File: src/rtl/state_xfer_pkg.sv
// Shared definitions for the state transfer unit: FSM encoding, transfer
// direction codes and amplitude field boundaries.
package state_xfer_pkg;

    localparam logic [2:0] ST_IDLE  = 3'd0;
    localparam logic [2:0] ST_LOAD  = 3'd1;
    localparam logic [2:0] ST_STORE = 3'd2;
    localparam logic [2:0] ST_DRAIN = 3'd3;
    localparam logic [2:0] ST_DONE  = 3'd4;

    typedef enum logic [2:0] {
        IDLE  = ST_IDLE,
        LOAD  = ST_LOAD,
        STORE = ST_STORE,
        DRAIN = ST_DRAIN,
        DONE  = ST_DONE
    } xfer_state_e;

    localparam logic DIR_LOAD  = 1'b0;
    localparam logic DIR_STORE = 1'b1;

    // Amplitude layout: {real[REAL_MSB:IMAG_MSB+1], imag[IMAG_MSB:0]}
    localparam int REAL_MSB = 63;
    localparam int IMAG_MSB = 31;

endpackage

File: src/rtl/state_xfer_unit_if.sv
// Stream and LDM bus bundle of the state transfer unit; master is the unit,
// slave is the HBM stream / PE array side.
interface state_xfer_unit_if #(
    parameter int GADDR_W = 18,
    parameter int DW      = 64,
    parameter int PE_NUM  = 4
) ();
    logic                 i_s_valid;
    logic [DW-1:0]        i_s_data;
    logic                 o_s_ready;
    logic                 o_m_valid;
    logic [DW-1:0]        o_m_data;
    logic                 o_m_last;
    logic                 i_m_ready;
    logic [GADDR_W-1:0]   o_ldm_addr;
    logic [DW-1:0]        o_ldm_data;
    logic                 o_ldm_en;
    logic                 o_ldm_we;
    logic [PE_NUM*DW-1:0] i_ldm_rdata;

    modport master (
        input  i_s_valid, i_s_data, i_m_ready, i_ldm_rdata,
        output o_s_ready, o_m_valid, o_m_data, o_m_last,
               o_ldm_addr, o_ldm_data, o_ldm_en, o_ldm_we
    );

    modport slave (
        output i_s_valid, i_s_data, i_m_ready, i_ldm_rdata,
        input  o_s_ready, o_m_valid, o_m_data, o_m_last,
               o_ldm_addr, o_ldm_data, o_ldm_en, o_ldm_we
    );
endinterface

File: src/rtl/state_xfer_unit_skid_fifo.sv
// xfer_skid_fifo: 2-entry valid/ready FIFO holding {last, data} for the
// STORE output stream; the writer guarantees space via occ_o.
module xfer_skid_fifo #(
    parameter int W = 65
) (
    input  logic         clk,
    input  logic         rst_n,
    input  logic         push_valid_i,
    input  logic [W-1:0] push_data_i,
    input  logic         pop_ready_i,
    output logic         head_valid_o,
    output logic [W-1:0] head_data_o,
    output logic [1:0]   occ_o
);

    logic       rd_ptr_q;
    logic       wr_ptr_q;
    logic [1:0] cnt_q;
    logic       do_push;
    logic       do_pop;

    assign head_valid_o = (cnt_q != 2'd0);
    assign do_pop       = head_valid_o & pop_ready_i;
    assign do_push      = push_valid_i & ((cnt_q != 2'd2) | do_pop);
    assign occ_o        = cnt_q;

    generate
        for (genvar gi = 0; gi < 2; gi++) begin : g_ent
            logic [W-1:0] ent_q;
            always_ff @(posedge clk or negedge rst_n) begin
                if (!rst_n) begin
                    ent_q <= '0;
                end else if (do_push && (wr_ptr_q == 1'(gi))) begin
                    ent_q <= push_data_i;
                end
            end
        end
    endgenerate

    assign head_data_o = rd_ptr_q ? g_ent[1].ent_q : g_ent[0].ent_q;

    always_ff @(posedge clk or negedge rst_n) begin
        if (!rst_n) begin
            rd_ptr_q <= 1'b0;
            wr_ptr_q <= 1'b0;
            cnt_q    <= 2'd0;
        end else begin
            if (do_push) wr_ptr_q <= ~wr_ptr_q;
            if (do_pop)  rd_ptr_q <= ~rd_ptr_q;
            cnt_q <= cnt_q + {1'b0, do_push} - {1'b0, do_pop};
        end
    end

endmodule

File: src/rtl/state_xfer_unit.sv
// Moves state-vector amplitudes between the HBM stream and the PE LDMs.
// Optional STATE_XFER_CHECKSUM_EN adds an XOR checksum of transferred words.
module state_xfer_unit
    import state_xfer_pkg::*;
#(
    parameter int PE_NUM_WIDTH     = 2,
    parameter int PE_NUM           = 4,
    parameter int STATE_ADDR_WIDTH = 16,
    parameter int STATE_DATA_WIDTH = 64,
    parameter int GADDR_W          = PE_NUM_WIDTH + STATE_ADDR_WIDTH
) (
    input  logic                 clk,
    input  logic                 rst_n,
    input  logic                 i_start,
    input  logic                 i_dir,
    input  logic [GADDR_W-1:0]   i_base,
    input  logic [GADDR_W:0]     i_len,
    state_xfer_unit_if.master    bus,
    output logic                 o_busy,
    output logic                 o_done_state_transfer
`ifdef STATE_XFER_CHECKSUM_EN
    ,
    output logic [STATE_DATA_WIDTH-1:0] o_checksum
`endif
);

    localparam int DW = STATE_DATA_WIDTH;

    xfer_state_e               state_q;
    logic [GADDR_W-1:0]        cur_q;
    logic [GADDR_W:0]          rem_q;
    logic                      s_ready_q;
    logic                      busy_q;
    logic                      done_q;
    logic                      rd_inflight_q;
    logic                      rd_last_q;
    logic [PE_NUM_WIDTH-1:0]   rd_pe_q;

    logic                      load_hs;
    logic                      rd_issue;
    logic                      last_beat;
    logic                      m_pop;
    logic                      fifo_valid;
    logic [DW:0]               fifo_head;
    logic [1:0]                fifo_occ;
    logic [2:0]                rd_budget;
    logic [DW-1:0]             rd_slice [PE_NUM];

    generate
        for (genvar gi = 0; gi < PE_NUM; gi++) begin : g_slice
            assign rd_slice[gi] = bus.i_ldm_rdata[gi*DW +: DW];
        end
    endgenerate

    assign load_hs   = s_ready_q & bus.i_s_valid;
    assign m_pop     = fifo_valid & bus.i_m_ready;
    assign last_beat = (rem_q == (GADDR_W+1)'(1));

    // A pop in this cycle frees a slot, so counting it keeps reads back-to-back
    // under continuous ready without ever overrunning the two FIFO entries.
    assign rd_budget = {1'b0, fifo_occ} + {2'b00, rd_inflight_q} - {2'b00, m_pop};
    assign rd_issue  = (state_q == STORE) && (rd_budget < 3'd2);

    assign bus.o_s_ready  = s_ready_q;
    assign bus.o_ldm_en   = load_hs | rd_issue;
    assign bus.o_ldm_we   = load_hs;
    assign bus.o_ldm_addr = (load_hs | rd_issue) ? cur_q : '0;
    assign bus.o_ldm_data = load_hs ? bus.i_s_data : '0;
    assign bus.o_m_valid  = fifo_valid;
    assign bus.o_m_data   = fifo_valid ? fifo_head[DW-1:0] : '0;
    assign bus.o_m_last   = fifo_valid & fifo_head[DW];

    assign o_busy                = busy_q;
    assign o_done_state_transfer = done_q;

    always_ff @(posedge clk or negedge rst_n) begin
        if (!rst_n) begin
            state_q   <= IDLE;
            cur_q     <= '0;
            rem_q     <= '0;
            s_ready_q <= 1'b0;
            busy_q    <= 1'b0;
            done_q    <= 1'b0;
        end else begin
            done_q <= 1'b0;
            case (state_q)
                IDLE: begin
                    if (i_start) begin
                        cur_q  <= i_base;
                        rem_q  <= i_len;
                        busy_q <= 1'b1;
                        if (i_len == '0) begin
                            state_q <= DONE;
                            done_q  <= 1'b1;
                        end else if (i_dir == DIR_STORE) begin
                            state_q <= STORE;
                        end else begin
                            state_q   <= LOAD;
                            s_ready_q <= 1'b1;
                        end
                    end
                end
                LOAD: begin
                    if (load_hs) begin
                        cur_q <= cur_q + 1'b1;
                        rem_q <= rem_q - 1'b1;
                        if (last_beat) begin
                            s_ready_q <= 1'b0;
                            state_q   <= DONE;
                            done_q    <= 1'b1;
                        end
                    end
                end
                STORE: begin
                    if (rd_issue) begin
                        cur_q <= cur_q + 1'b1;
                        rem_q <= rem_q - 1'b1;
                        if (last_beat) state_q <= DRAIN;
                    end
                end
                DRAIN: begin
                    // The tagged final beat leaving means nothing is left queued or in flight.
                    if (m_pop && fifo_head[DW]) begin
                        state_q <= DONE;
                        done_q  <= 1'b1;
                    end
                end
                DONE: begin
                    state_q <= IDLE;
                    busy_q  <= 1'b0;
                end
                default: state_q <= IDLE;
            endcase
        end
    end

    always_ff @(posedge clk or negedge rst_n) begin
        if (!rst_n) begin
            rd_inflight_q <= 1'b0;
            rd_last_q     <= 1'b0;
            rd_pe_q       <= '0;
        end else begin
            rd_inflight_q <= rd_issue;
            rd_last_q     <= rd_issue & last_beat;
            rd_pe_q       <= cur_q[GADDR_W-1 -: PE_NUM_WIDTH];
        end
    end

    xfer_skid_fifo #(
        .W(DW + 1)
    ) u_fifo (
        .clk          (clk),
        .rst_n        (rst_n),
        .push_valid_i (rd_inflight_q),
        .push_data_i  ({rd_last_q, rd_slice[rd_pe_q]}),
        .pop_ready_i  (bus.i_m_ready),
        .head_valid_o (fifo_valid),
        .head_data_o  (fifo_head),
        .occ_o        (fifo_occ)
    );

`ifdef STATE_XFER_CHECKSUM_EN
    logic [DW-1:0] csum_q;

    always_ff @(posedge clk or negedge rst_n) begin
        if (!rst_n) begin
            csum_q <= '0;
        end else if (state_q == IDLE && i_start) begin
            csum_q <= '0;
        end else if (load_hs) begin
            csum_q <= csum_q ^ bus.i_s_data;
        end else if (m_pop) begin
            csum_q <= csum_q ^ fifo_head[DW-1:0];
        end
    end

    assign o_checksum = csum_q;
`endif

endmodule

File: src/flat_wrapper.sv
// flat-port wrapper written by rule: the top's interface ports become plain ports
module state_xfer_unit_flat import state_xfer_pkg::*;
#(
    parameter int PE_NUM_WIDTH     = 2,
    parameter int PE_NUM           = 4,
    parameter int STATE_ADDR_WIDTH = 16,
    parameter int STATE_DATA_WIDTH = 64,
    parameter int GADDR_W          = PE_NUM_WIDTH + STATE_ADDR_WIDTH
)
  (clk, rst_n, i_start, i_dir, i_base, i_len, o_busy, o_done_state_transfer, bus_i_s_valid, bus_i_s_data, bus_i_m_ready, bus_i_ldm_rdata, bus_o_s_ready, bus_o_m_valid, bus_o_m_data, bus_o_m_last, bus_o_ldm_addr, bus_o_ldm_data, bus_o_ldm_en, bus_o_ldm_we);
  state_xfer_unit_if #(.GADDR_W(GADDR_W), .DW((64)), .PE_NUM(PE_NUM)) bus_i ();
  input  logic clk;
  input  logic rst_n;
  input  logic i_start;
  input  logic i_dir;
  input  logic [GADDR_W-1:0] i_base;
  input  logic [GADDR_W:0] i_len;
  output logic o_busy;
  output logic o_done_state_transfer;
  input wire logic [$bits(bus_i.i_s_valid)-1:0] bus_i_s_valid;
  input wire logic [$bits(bus_i.i_s_data)-1:0] bus_i_s_data;
  input wire logic [$bits(bus_i.i_m_ready)-1:0] bus_i_m_ready;
  input wire logic [$bits(bus_i.i_ldm_rdata)-1:0] bus_i_ldm_rdata;
  output wire logic [$bits(bus_i.o_s_ready)-1:0] bus_o_s_ready;
  output wire logic [$bits(bus_i.o_m_valid)-1:0] bus_o_m_valid;
  output wire logic [$bits(bus_i.o_m_data)-1:0] bus_o_m_data;
  output wire logic [$bits(bus_i.o_m_last)-1:0] bus_o_m_last;
  output wire logic [$bits(bus_i.o_ldm_addr)-1:0] bus_o_ldm_addr;
  output wire logic [$bits(bus_i.o_ldm_data)-1:0] bus_o_ldm_data;
  output wire logic [$bits(bus_i.o_ldm_en)-1:0] bus_o_ldm_en;
  output wire logic [$bits(bus_i.o_ldm_we)-1:0] bus_o_ldm_we;
  assign bus_i.i_s_valid = bus_i_s_valid;
  assign bus_i.i_s_data = bus_i_s_data;
  assign bus_i.i_m_ready = bus_i_m_ready;
  assign bus_i.i_ldm_rdata = bus_i_ldm_rdata;
  assign bus_o_s_ready = bus_i.o_s_ready;
  assign bus_o_m_valid = bus_i.o_m_valid;
  assign bus_o_m_data = bus_i.o_m_data;
  assign bus_o_m_last = bus_i.o_m_last;
  assign bus_o_ldm_addr = bus_i.o_ldm_addr;
  assign bus_o_ldm_data = bus_i.o_ldm_data;
  assign bus_o_ldm_en = bus_i.o_ldm_en;
  assign bus_o_ldm_we = bus_i.o_ldm_we;
  state_xfer_unit #(.PE_NUM_WIDTH(PE_NUM_WIDTH), .PE_NUM(PE_NUM), .STATE_ADDR_WIDTH(STATE_ADDR_WIDTH), .STATE_DATA_WIDTH(STATE_DATA_WIDTH), .GADDR_W(GADDR_W)) u_core (.clk(clk), .rst_n(rst_n), .i_start(i_start), .i_dir(i_dir), .i_base(i_base), .i_len(i_len), .bus(bus_i), .o_busy(o_busy), .o_done_state_transfer(o_done_state_transfer));
endmodule
File: config.mk
export PLATFORM = sky130hd
export DESIGN_NAME = state_xfer_unit_flat
export DESIGN_NICKNAME = d
export VERILOG_FILES = /design/src/rtl/state_xfer_pkg.sv /design/src/rtl/state_xfer_unit_if.sv /design/src/rtl/state_xfer_unit_skid_fifo.sv /design/src/rtl/state_xfer_unit.sv /design/src/flat_wrapper.sv
export SDC_FILE = /design/constraint.sdc
export NUM_CORES = 1
export LEC_CHECK = 0
export ABC_AREA = 1
export ABC_CLOCK_PERIOD_IN_PS = 3100
export BUFFER_PORTS_ARGS = -buffer_cell sky130_fd_sc_hd__buf_2
export CORE_AREA = 2 2 199 201
export DETAILED_ROUTE_END_ITERATION = 12
export DIE_AREA = 0 0 201 203
export GPL_ROUTABILITY_DRIVEN = 0
export PLACE_DENSITY = 0.62
export SLEW_MARGIN = 15
export SYNTH_ARGS = -nofsm -noshare
export SYNTH_HDL_FRONTEND = slang
export SYNTH_SLANG_ARGS = --single-unit
File: constraint.sdc
create_clock -name clk -period 3.1 [get_ports clk]
set_input_delay 0.155 -clock clk [delete_from_list [all_inputs] [get_ports clk]]
set_output_delay 0.155 -clock clk [all_outputs]
set_load 0.05 [all_outputs]
# Word level (Yosys, flattened, before mapping)
# Index checks and enable logic that the tools add are counted.
# word_totals
input_bits	363
output_inout_bits	153
regBits	181
wordCells	98
# op_classes
n_bitwise	10
n_eq_ne	14
order_cmp	2
n_mux	38
n_reduce_logical	14
addsub	6
# ops
cell	count
64-bit 2-to-1 mux	4
64-bit binary-select mux with 2-bit select	1
18-bit 2-to-1 mux	4
65-bit 2-to-1 mux	1
19-bit 2-to-1 mux	3
19-bit one-hot mux with 3 select lines	1
18-bit one-hot mux with 3 select lines	1
3-bit 2-to-1 mux	7
19-bit by 1-bit equality test with 1-bit output, second input constant	1
19-bit logical NOT	1
19-bit by 1-bit subtractor with 19-bit output, second input constant	1
18-bit by 1-bit adder with 18-bit output, second input constant	1
3-bit one-hot mux with 4 select lines	1
6-bit AND reduction	2
1-bit 2-to-1 mux	11
2-bit by 1-bit inequality test with 1-bit output, second input constant	5
2-bit inequality test, second input constant	4
3-bit by 2-bit equality test with 1-bit output, second input constant	2
2-bit nonzero test	3
1-bit bitwise AND	5
1-bit logical AND	4
1-bit one-hot mux with 2 select lines	2
4-bit AND reduction	1
2-bit by 1-bit adder with 3-bit output	1
other kinds (15)	17

# Longest topological paths before layout
# Gate-level depths: netlist (run 1).
# logic_depth
depth_word	7
depth_mapped	16
mapped_depth_nobuf	15

# By module
# From an unflattened synthesis (run 1), not the netlist that was laid out.
# unflattened
hier_cells	2012
hier_area_um2	12568.3
# modules_own_cells
module	seq_area_each_um2	n_inst	area_each_um2	cells_each
xfer_skid_fifo	3353.2	1	6376.1	813
state_xfer_unit	1176.1	1	6192.2	1199

# Worst setup path after synthesis (run 1)
# OpenSTA, ideal clock, no wires.
# synth_path
path_type	register -> output
from	register u_core.u_fifo.cnt_q[1], in the netlist u_core.u_fifo.occ_o[1]
to	output port bus_o_ldm_addr[10]
path_stages_with_launch	12
arrival_ps	2868
required_ps	2945
slack_ps	77
n_path_buf	1
cell_sequence	dfrtp_1 > nor2_1 > nor2_1 > nand2_1 > a21oi_1 > fa_1 > nor3_2 > nand2_2 > inv_1 > nor2_4 > buf_4 > nor2_1
# synth_between
elab_chain_len	7
word_cells_on_any_way	8
classes_between	add/sub: 2; order compare: 1; mux: 1; bitwise: 2; reduce/logical: 2
# synth_lines
item	line	text
start: declaration	state_xfer_unit_skid_fifo.sv:18	logic [1:0] cnt_q;
start signal: assignment	state_xfer_unit_skid_fifo.sv:50	cnt_q <= cnt_q + {1'b0, do_push} - {1'b0, do_pop};
branches (longest 2 deep; another with 2-bit by 1-bit adder with 3-bit output)	-	
3-bit by 1-bit subtractor with 3-bit output (*)	state_xfer_unit.sv:61	assign rd_budget = {1'b0, fifo_occ} + {2'b00, rd_inflight_q} - {2'b00, m_pop};
3-bit by 2-bit < comparator with 1-bit output (*)	state_xfer_unit.sv:62	assign rd_issue = (state_q == STORE) && (rd_budget < 3'd2);
1-bit logical AND (*)	state_xfer_unit.sv:62	
via u_core.rd_issue	state_xfer_unit.sv:40	logic rd_issue;
1-bit bitwise OR (*)	state_xfer_unit.sv:67	assign bus.o_ldm_addr = (load_hs | rd_issue) ? cur_q : '0;
18-bit 2-to-1 mux (*)	state_xfer_unit.sv:67	
end: declaration	flat_wrapper.sv:28	output wire logic [$bits(bus_i.o_ldm_addr)-1:0] bus_o_ldm_addr;
# Mark *: on every way through the listed nets, which the timed path passes.

# Worst setup path after layout (run 1)
# layout_path
from	register u_core.u_fifo.cnt_q[0], in the netlist u_core.u_fifo.occ_o[0]
to	output port bus_o_ldm_addr[12]
# Same word-level chain as after synthesis.

==> flow_summary_export.csv, run 1 <==
group,metric,value,unit
status,status,"finished, final reports clean",
clocking,cts_tree,"done",
global_routing,globalRouteMet3Util,0.03146,
layout,syn_to_final_growth,34.61,%
clocking,cts_buffers,17,
worst_setup_path,endpoint_kind,"output port",
timing,fmax,337.0,MHz
global_routing,grt_pass1_vias,12320,
floorplan,start_util,0.2979,
worst_setup_path,crit_fanout,11,
worst_setup_path,cp.required,2.94,ns
timing,drv_slew,0,
global_routing,gr-total-overflow,0,
global_routing,met2_usage,0.3674,
timing,slew_headroom,0.3813,
clocking,cts_root_buffer,"clkbuf_16",
global_routing,grt_max_degree,92,
layout,fin_cells,2739,
detailed_routing,drcViolationCount,0,
floorplan,dieArea,0.04080,mm2
detailed_routing,wl_per_cell,16.15,um
clocking,clock_sinks,181,
floorplan,core,0.03847,mm2
global_routing,grt_first_pass_wirelength,67460,um
floorplan,io_pins,516,
yosys,syn-instance-count,1748,
clocking,insertion_delay,0.43,ns
global_routing,grt_antenna_before_repair,4,
clocking,cts_buffer_depth,2,
pwr,p_leak,8.487,nW
clocking,htree_levels,4,
worst_setup_path,startpoint_type,"flop",
clocking,clk_pin_slew,0.07,ns
timing,min_period,2.967,ns
placed_design,placedCellCount,2696,
yosys,syn_nets,2116,
timing,max_slew.worst_pin.slew,0.9270,ns
placed_design,placed_area,0.01448,mm2
layout,final_common_cell,"buf_2",
layout,fin_area,0.01542,mm2
layout,nets,2575,
worst_setup_path,ff2ff_path_depth,13,
worst_setup_path,worstPathArrival,2.81,ns
detailed_routing,antenna_left,0,
yosys,synthDistinctLibCells,35,
timing,rsz0062_at_grt,"yes",
yosys,synth.avg_cell_area,6.555,um2
timing,finClkSkew,0.01026,ns
timing,hold_viol,0,
global_routing,met1_usage,0.2652,
global_routing,top_usage_layer,"met2",
floorplan,die_y,203,um
timing,setup_tns,0,ns
yosys,yosysWarnings,0,
timing,setup-violations-final,0,
placed_design,hpwl,33520,um
pwr,ir_drop,0.6258,mV
global_routing,grtUsageTotal,0.2076,
floorplan,die_w,201,um
layout,drive_above_1_share,0.2874,
detailed_routing,vias_per_cell,4.802,
timing,finalCritPeriodShare,0.9573,
detailed_routing,wl,44240,um
placed_design,portBuffers,515,
worst_setup_path,crit_type,"reg2out",
pwr,cellPowerDensity,601.2,mW/mm2
job,cap_viol_max_count,0,
floorplan,num_rows,72,
layout,final_cell_mix,"buf_2, nand2_1, o21ai_0",
yosys,ys_ff_latch,181,
pwr,p_total,9.273,mW
hold_path,min_path_cells,3,
detailed_routing,drtIter0Drc,953,
yosys,syn_area,0.01146,mm2
layout,final_util,0.4010,
detailed_routing,dr.pass1.iters,5,
detailed_routing,dr_total_vias,13150,
hold_path,hold_path_class,"in2reg",
yosys,synth_seq_area_share,0.3953,
per-layer routing:
metal | vias up | wire length, um
met2 | 534 | 21910
met5 | - | 13
met1 | 6085 | 18920
li1 | 6495 | -
met3 | 36 | 2615
met4 | 2 | 778
metrics by stage:
step,hold slack (ns),worst slack [ns]
floorplan,-0.1406,0.07682
global placement,0.2797,0.3787
detailed placement,0.2850,0.1914
CTS,0.008307,0.009042
global route,0.02929,-0.05135
finish,0.03434,0.1325
final cells by class:
| class | instances | area [um2] |
|---|---|---|
| Fill cell | 4049 | 23040 |
| Multi-Input combinational cell | 1250 | 5757 |
| Antenna cell | 1 | 2.502 |
| Sequential cell | 181 | 4539 |
| Clock inverter | 12 | 188.9 |
| Tap cell | 518 | 648.1 |
| Inverter | 204 | 767.0 |
| Clock buffer | 20 | 446.7 |
| Timing Repair Buffer | 553 | 3075 |
flip-flops by register name, summed over array words and instances, names as in the netlist, 2 cells and up:
name,flops
u_core.u_fifo.g_ent.ent_q,130
u_core.rem_q,19
u_core.cur_q,18
u_core.state_q,3
u_core.rd_pe_q,2
u_core.u_fifo.occ_o,2
Yosys cell counts:
master       n  area [um2]
o31ai_2      1       12.51
inv_2        7       26.28
ha_1         4       50.05
o21bai_1     2       15.01
o21ai_0    284        1421
nor3_2       1       10.01
xnor2_1      5       43.79
a21oi_1     74       370.4
or2_2        2       12.51
nand2_1    405        1520
nor2_1     293        1100
nand2_4      1       11.26
buf_1        2       7.510
fa_1         1       20.02
nor3_1      10       50.05
a21oi_4      1       16.27
o211ai_1     3       22.52
nand4_1      6       37.54
o2bb2ai_1    1       8.760
o21ai_1     23       115.1
dfrtp_1    181        4529
clkbuf_1    58       217.7
o22ai_1     64       400.4
mux2_2       1       11.26
a31oi_1      2       12.51
xor2_1       8       70.07
buf_6        2       22.52
nand2_2      4       25.02
buf_4        6       45.04
nand3_1     49       245.2
inv_1      197       739.5
buf_2       45       225.2
nand3_2      2       20.02
nor2_4       1       11.26
nor2_2       2       12.51
power breakdown:
group | internal (mW) | switching [mW]
Sequential | 2.39 | 0.157
Clock | 1.39 | 0.989
Combinational | 0.979 | 3.37
what timing repair did:
| action | CTS | global route |
|---|---|---|
| endpoints found under the hold margin | 84 | 0 |
| pin swaps | 2 | 6 |
| endpoints found under the setup margin | 19 | 19 |
| gates resized for setup | 26 | 50 |
| hold buffers | 4 | 0 |
| setup buffers | 2 | 4 |
critical path: stages, from the launching register on:
cell and delay, ns:
dfrtp_1 0.43, inv_2 0.11, nand3_2 0.09, nand2_2 0.11, nand2_4 0.08, a21oi_4 0.16
fa_1 0.45, nor3_2 0.24, nand2_2 0.12, inv_2 0.10, nor2_4 0.05, buf_12 0.15
nor2_2 0.11, buf_6 0.17
path summary, 6_finish.rpt:
| check | slack (ns) | end | from |
|---|---|---|---|
| worst max-delay path | 0.13 | bus_o_ldm_addr[12] | u_core.u_fifo.occ_o[0] |
| max in group asynchronous | 1.93 | u_core.u_fifo.g_ent[0].ent_q[2] | rst_n |
| worst min register to register | 0.43 | u_core.rd_pe_q[1] | u_core.cur_q[17] |
| min in group asynchronous | 0.31 | u_core.cur_q[14] | rst_n |
| worst min-delay path | 0.03 | u_core.cur_q[10] | i_base[10] |
| worst max register to register | 0.56 | u_core.rem_q[9] | u_core.u_fifo.occ_o[0] |
logic make-up (layout without fill, tap and decap cells):
kind of cell,Yosys count,after routing,synth area share
simple gates,776,776,0.2667
compound gates,455,455,0.2090
buf+inv,317,789,0.1120
flops,181,181,0.3953
xor+xnor,13,13,0.009937
fa+ha+maj,5,5,0.006115
mux,1,1,0.0009827
other cells,0,1,0
Note: power is estimated with default switching activity, not from simulation.
==> run 2: changes to the inputs <==
--- a/config.mk
+++ b/config.mk
@@ -6,13 +6,12 @@
 export NUM_CORES = 1
 export LEC_CHECK = 0
 export ABC_AREA = 1
-export ABC_CLOCK_PERIOD_IN_PS = 3100
+export ABC_CLOCK_PERIOD_IN_PS = 3300
 export BUFFER_PORTS_ARGS = -buffer_cell sky130_fd_sc_hd__buf_2
-export CORE_AREA = 2 2 199 201
+export CORE_UTILIZATION = 25
 export DETAILED_ROUTE_END_ITERATION = 12
-export DIE_AREA = 0 0 201 203
 export GPL_ROUTABILITY_DRIVEN = 0
-export PLACE_DENSITY = 0.62
+export PLACE_DENSITY = 0.55
 export SLEW_MARGIN = 15
 export SYNTH_ARGS = -nofsm -noshare
 export SYNTH_HDL_FRONTEND = slang
==> constraint.sdc (replaced) <==
create_clock -name clk -period 3.3 [get_ports clk]
set_input_delay 0.165 -clock clk [delete_from_list [all_inputs] [get_ports clk]]
set_output_delay 0.165 -clock clk [all_outputs]
set_load 0.05 [all_outputs]
==> run 2 against run 1 <==
  * Sequential power decreased by 6%
  * Non-clock buffer count is 11 lower
  * Clock-buffer cell count fell by 1
  * Routed wire length is 3.9% lower
  * Register-to-register slack better by 0.17 ns
  * Critical endpoint is now bus_o_ldm_addr[5]
==> flow_summary_export.csv, run 2 (synthesis gave the netlist of run 1 again) <==
group,metric,value,unit
layout,final_common_cell,"buf_2",
layout,drive_above_1_share,0.2738,
layout,syn_to_final_growth,33.81,%
floorplan,num_rows,78,
timing,slew_headroom,0.2804,
worst_setup_path,worstPathArrival,2.89,ns
floorplan,dieArea,0.04669,mm2
layout,nets,2565,
hold_path,min_path_cells,3,
floorplan,io_pins,516,
worst_setup_path,r2r_start,"u_core.u_fifo.occ_o[0]",
timing,finClkSkew,0.01188,ns
pwr,ir_drop,0.4164,mV
status,status,"finished, final reports clean",
layout,fin_cells,2812,
timing,fmax,327.5,MHz
global_routing,met2_usage,0.3174,
detailed_routing,dr.pass1.iters,5,
clocking,cts_buffer_depth,2,
pwr,p_leak,8.437,nW
detailed_routing,antenna_left,0,
worst_setup_path,cp.required,3.13,ns
layout,top_register,"u_core.u_fifo.g_ent.ent_q",
placed_design,placedCellCount,2770,
placed_design,pre_cts_slack,0.4046,ns
timing,worst_hold_slack,0.02931,ns
worst_setup_path,ff2ff_path_depth,13,
layout,fill_cells,4981,
clocking,clk_pin_slew,0.07,ns
global_routing,globalRouteMet3Util,0.03775,
global_routing,grtUsageTotal,0.1797,
worst_setup_path,startpoint_type,"flop",
detailed_routing,vias_per_cell,4.659,
timing,hold_viol,0,
global_routing,met1_usage,0.2158,
floorplan,start_util,0.2530,
global_routing,grt_pass1_vias,12460,
pwr,cellPowerDensity,563.1,mW/mm2
global_routing,top_usage_layer,"met2",
clocking,htree_levels,4,
layout,fin_area,0.01533,mm2
worst_setup_path,endpoint_kind,"output port",
worst_setup_path,crit_fanout,10,
timing,min_period,3.053,ns
global_routing,grt_antenna_before_repair,2,
detailed_routing,dr_total_vias,13100,
worst_setup_path,worst-path-stages,13,
clocking,cts_buffers,17,
worst_setup_path,reg2reg_slack,0.73,ns
placed_design,hpwl,31000,um
floorplan,core,0.04528,mm2
timing,rsz0062_at_grt,"no",
clocking,cts_root_buffer,"clkbuf_16",
worst_setup_path,cp_cell_sequence,"inv_1 > nand3_1 > nand2_4 > nand2_2 > fa_1 > nand2_1 > inv_1 > nor3_4 > nand2_2 > inv_2 > nor2_4 > nor2_1 > buf_2",
timing,max_slew.worst_pin.slew,1.079,ns
clocking,post_cts.repair.setup_buffers,0,
global_routing,grt_max_degree,129,
clocking,insertion_delay,0.45,ns
layout,largestRegisters,"u_core.u_fifo.g_ent.ent_q x130, u_core.rem_q x19, u_core.cur_q x18",
worst_setup_path,cp_slowest_cell,"fa_1",
global_routing,grt_first_pass_wirelength,66700,um
detailed_routing,drcViolationCount,0,
timing,finalCritPeriodShare,0.9252,
worst_setup_path,worst-path-buf-inv,4,
detailed_routing,wl,42510,um
detailed_routing,drtIter0Drc,758,
worst_setup_path,critical-path-top-delay-family,"simple AND/OR/NAND/NOR gates",
hold_path,hold_path_class,"in2reg",
floorplan,die_y,216.1,um
global_routing,gr-total-overflow,0,
hold_path,holdCritStartpoint,"i_start",
worst_setup_path,crit_type,"reg2out",
timing,setup-violations-final,0,
layout,multi_input_area,0.005699,mm2
placed_design,portBuffers,515,
worst_setup_path,critPathLaunch,"u_core.u_fifo.occ_o[0]",
placed_design,placed_area,0.01453,mm2
worst_setup_path,cpPeakStageDelay,0.47,ns
floorplan,die_w,216.1,um
timing,setup_slack,0.2469,ns
hold_path,min_to,"u_core.o_busy",
job,cap_viol_max_count,0,
detailed_routing,wl_per_cell,15.12,um
worst_setup_path,rr_endpoint,"u_core.rem_q[11]",
timing,setup_tns,0,ns
layout,final_cell_mix,"buf_2, nand2_1, nor2_1",
timing,drv_slew,0,
layout,seqCellArea,0.004539,mm2
layout,largest_reg_flops,130,
clocking,cts_tree,"done",
clocking,clock_sinks,181,
-- run 2: power breakdown --
group,internal [mW],switching [mW]
registers,2.24,0.145
logic,0.906,3.07
clock network,1.32,0.951
-- run 2: worst max-delay path by stage --
stage,endpoint
2_1_floorplan,bus_o_ldm_addr[10]
3_3_place_gp,bus_o_ldm_addr[17]
3_5_place_dp,bus_o_ldm_addr[16]
4_1_cts,bus_o_ldm_addr[14]
5_1_grt,bus_o_ldm_addr[8]
6_report,bus_o_ldm_addr[5]
-- run 2: metal layers --
| metal | wire (um) | share of wire |
|---|---|---|
| met1 | 17730 | 0.42 |
| met2 | 20940 | 0.49 |
| met3 | 2807 | 0.066 |
| met4 | 1026 | 0.024 |
| met5 | 0 | 0 |
-- run 2: per-stage QoR --
stage	power [mW]	util
3_3_place_gp	6.399	0.3209
2_1_floorplan	5.129	-
5_1_grt	9.042	0.3386
6_report	8.634	0.3386
4_1_cts	8.744	0.3379
3_5_place_dp	6.405	0.3209
-- run 2: worst min-delay path, stage by stage --
cell,delay (ns)
buf_2,0.10
inv_1,0.09
o2bb2ai_1,0.08
-- run 2: repair_timing --
action	in CTS	in global routing
pin swaps	1	1
hold buffers	7	0
endpoints found under the setup margin	19	19
endpoints found under the hold margin	92	0
cloned	1	0
resized for setup	19	9
-- run 2: final cells by class --
type | count | share of cell area
Clock buffer | 19 | 0.02954
Antenna cell | 2 | 0.0003264
Multi-Input combinational cell | 1251 | 0.3717
Timing Repair Buffer | 542 | 0.1908
Clock inverter | 13 | 0.01257
Inverter | 204 | 0.05002
Sequential cell | 181 | 0.2961
Tap cell | 600 | 0.04896
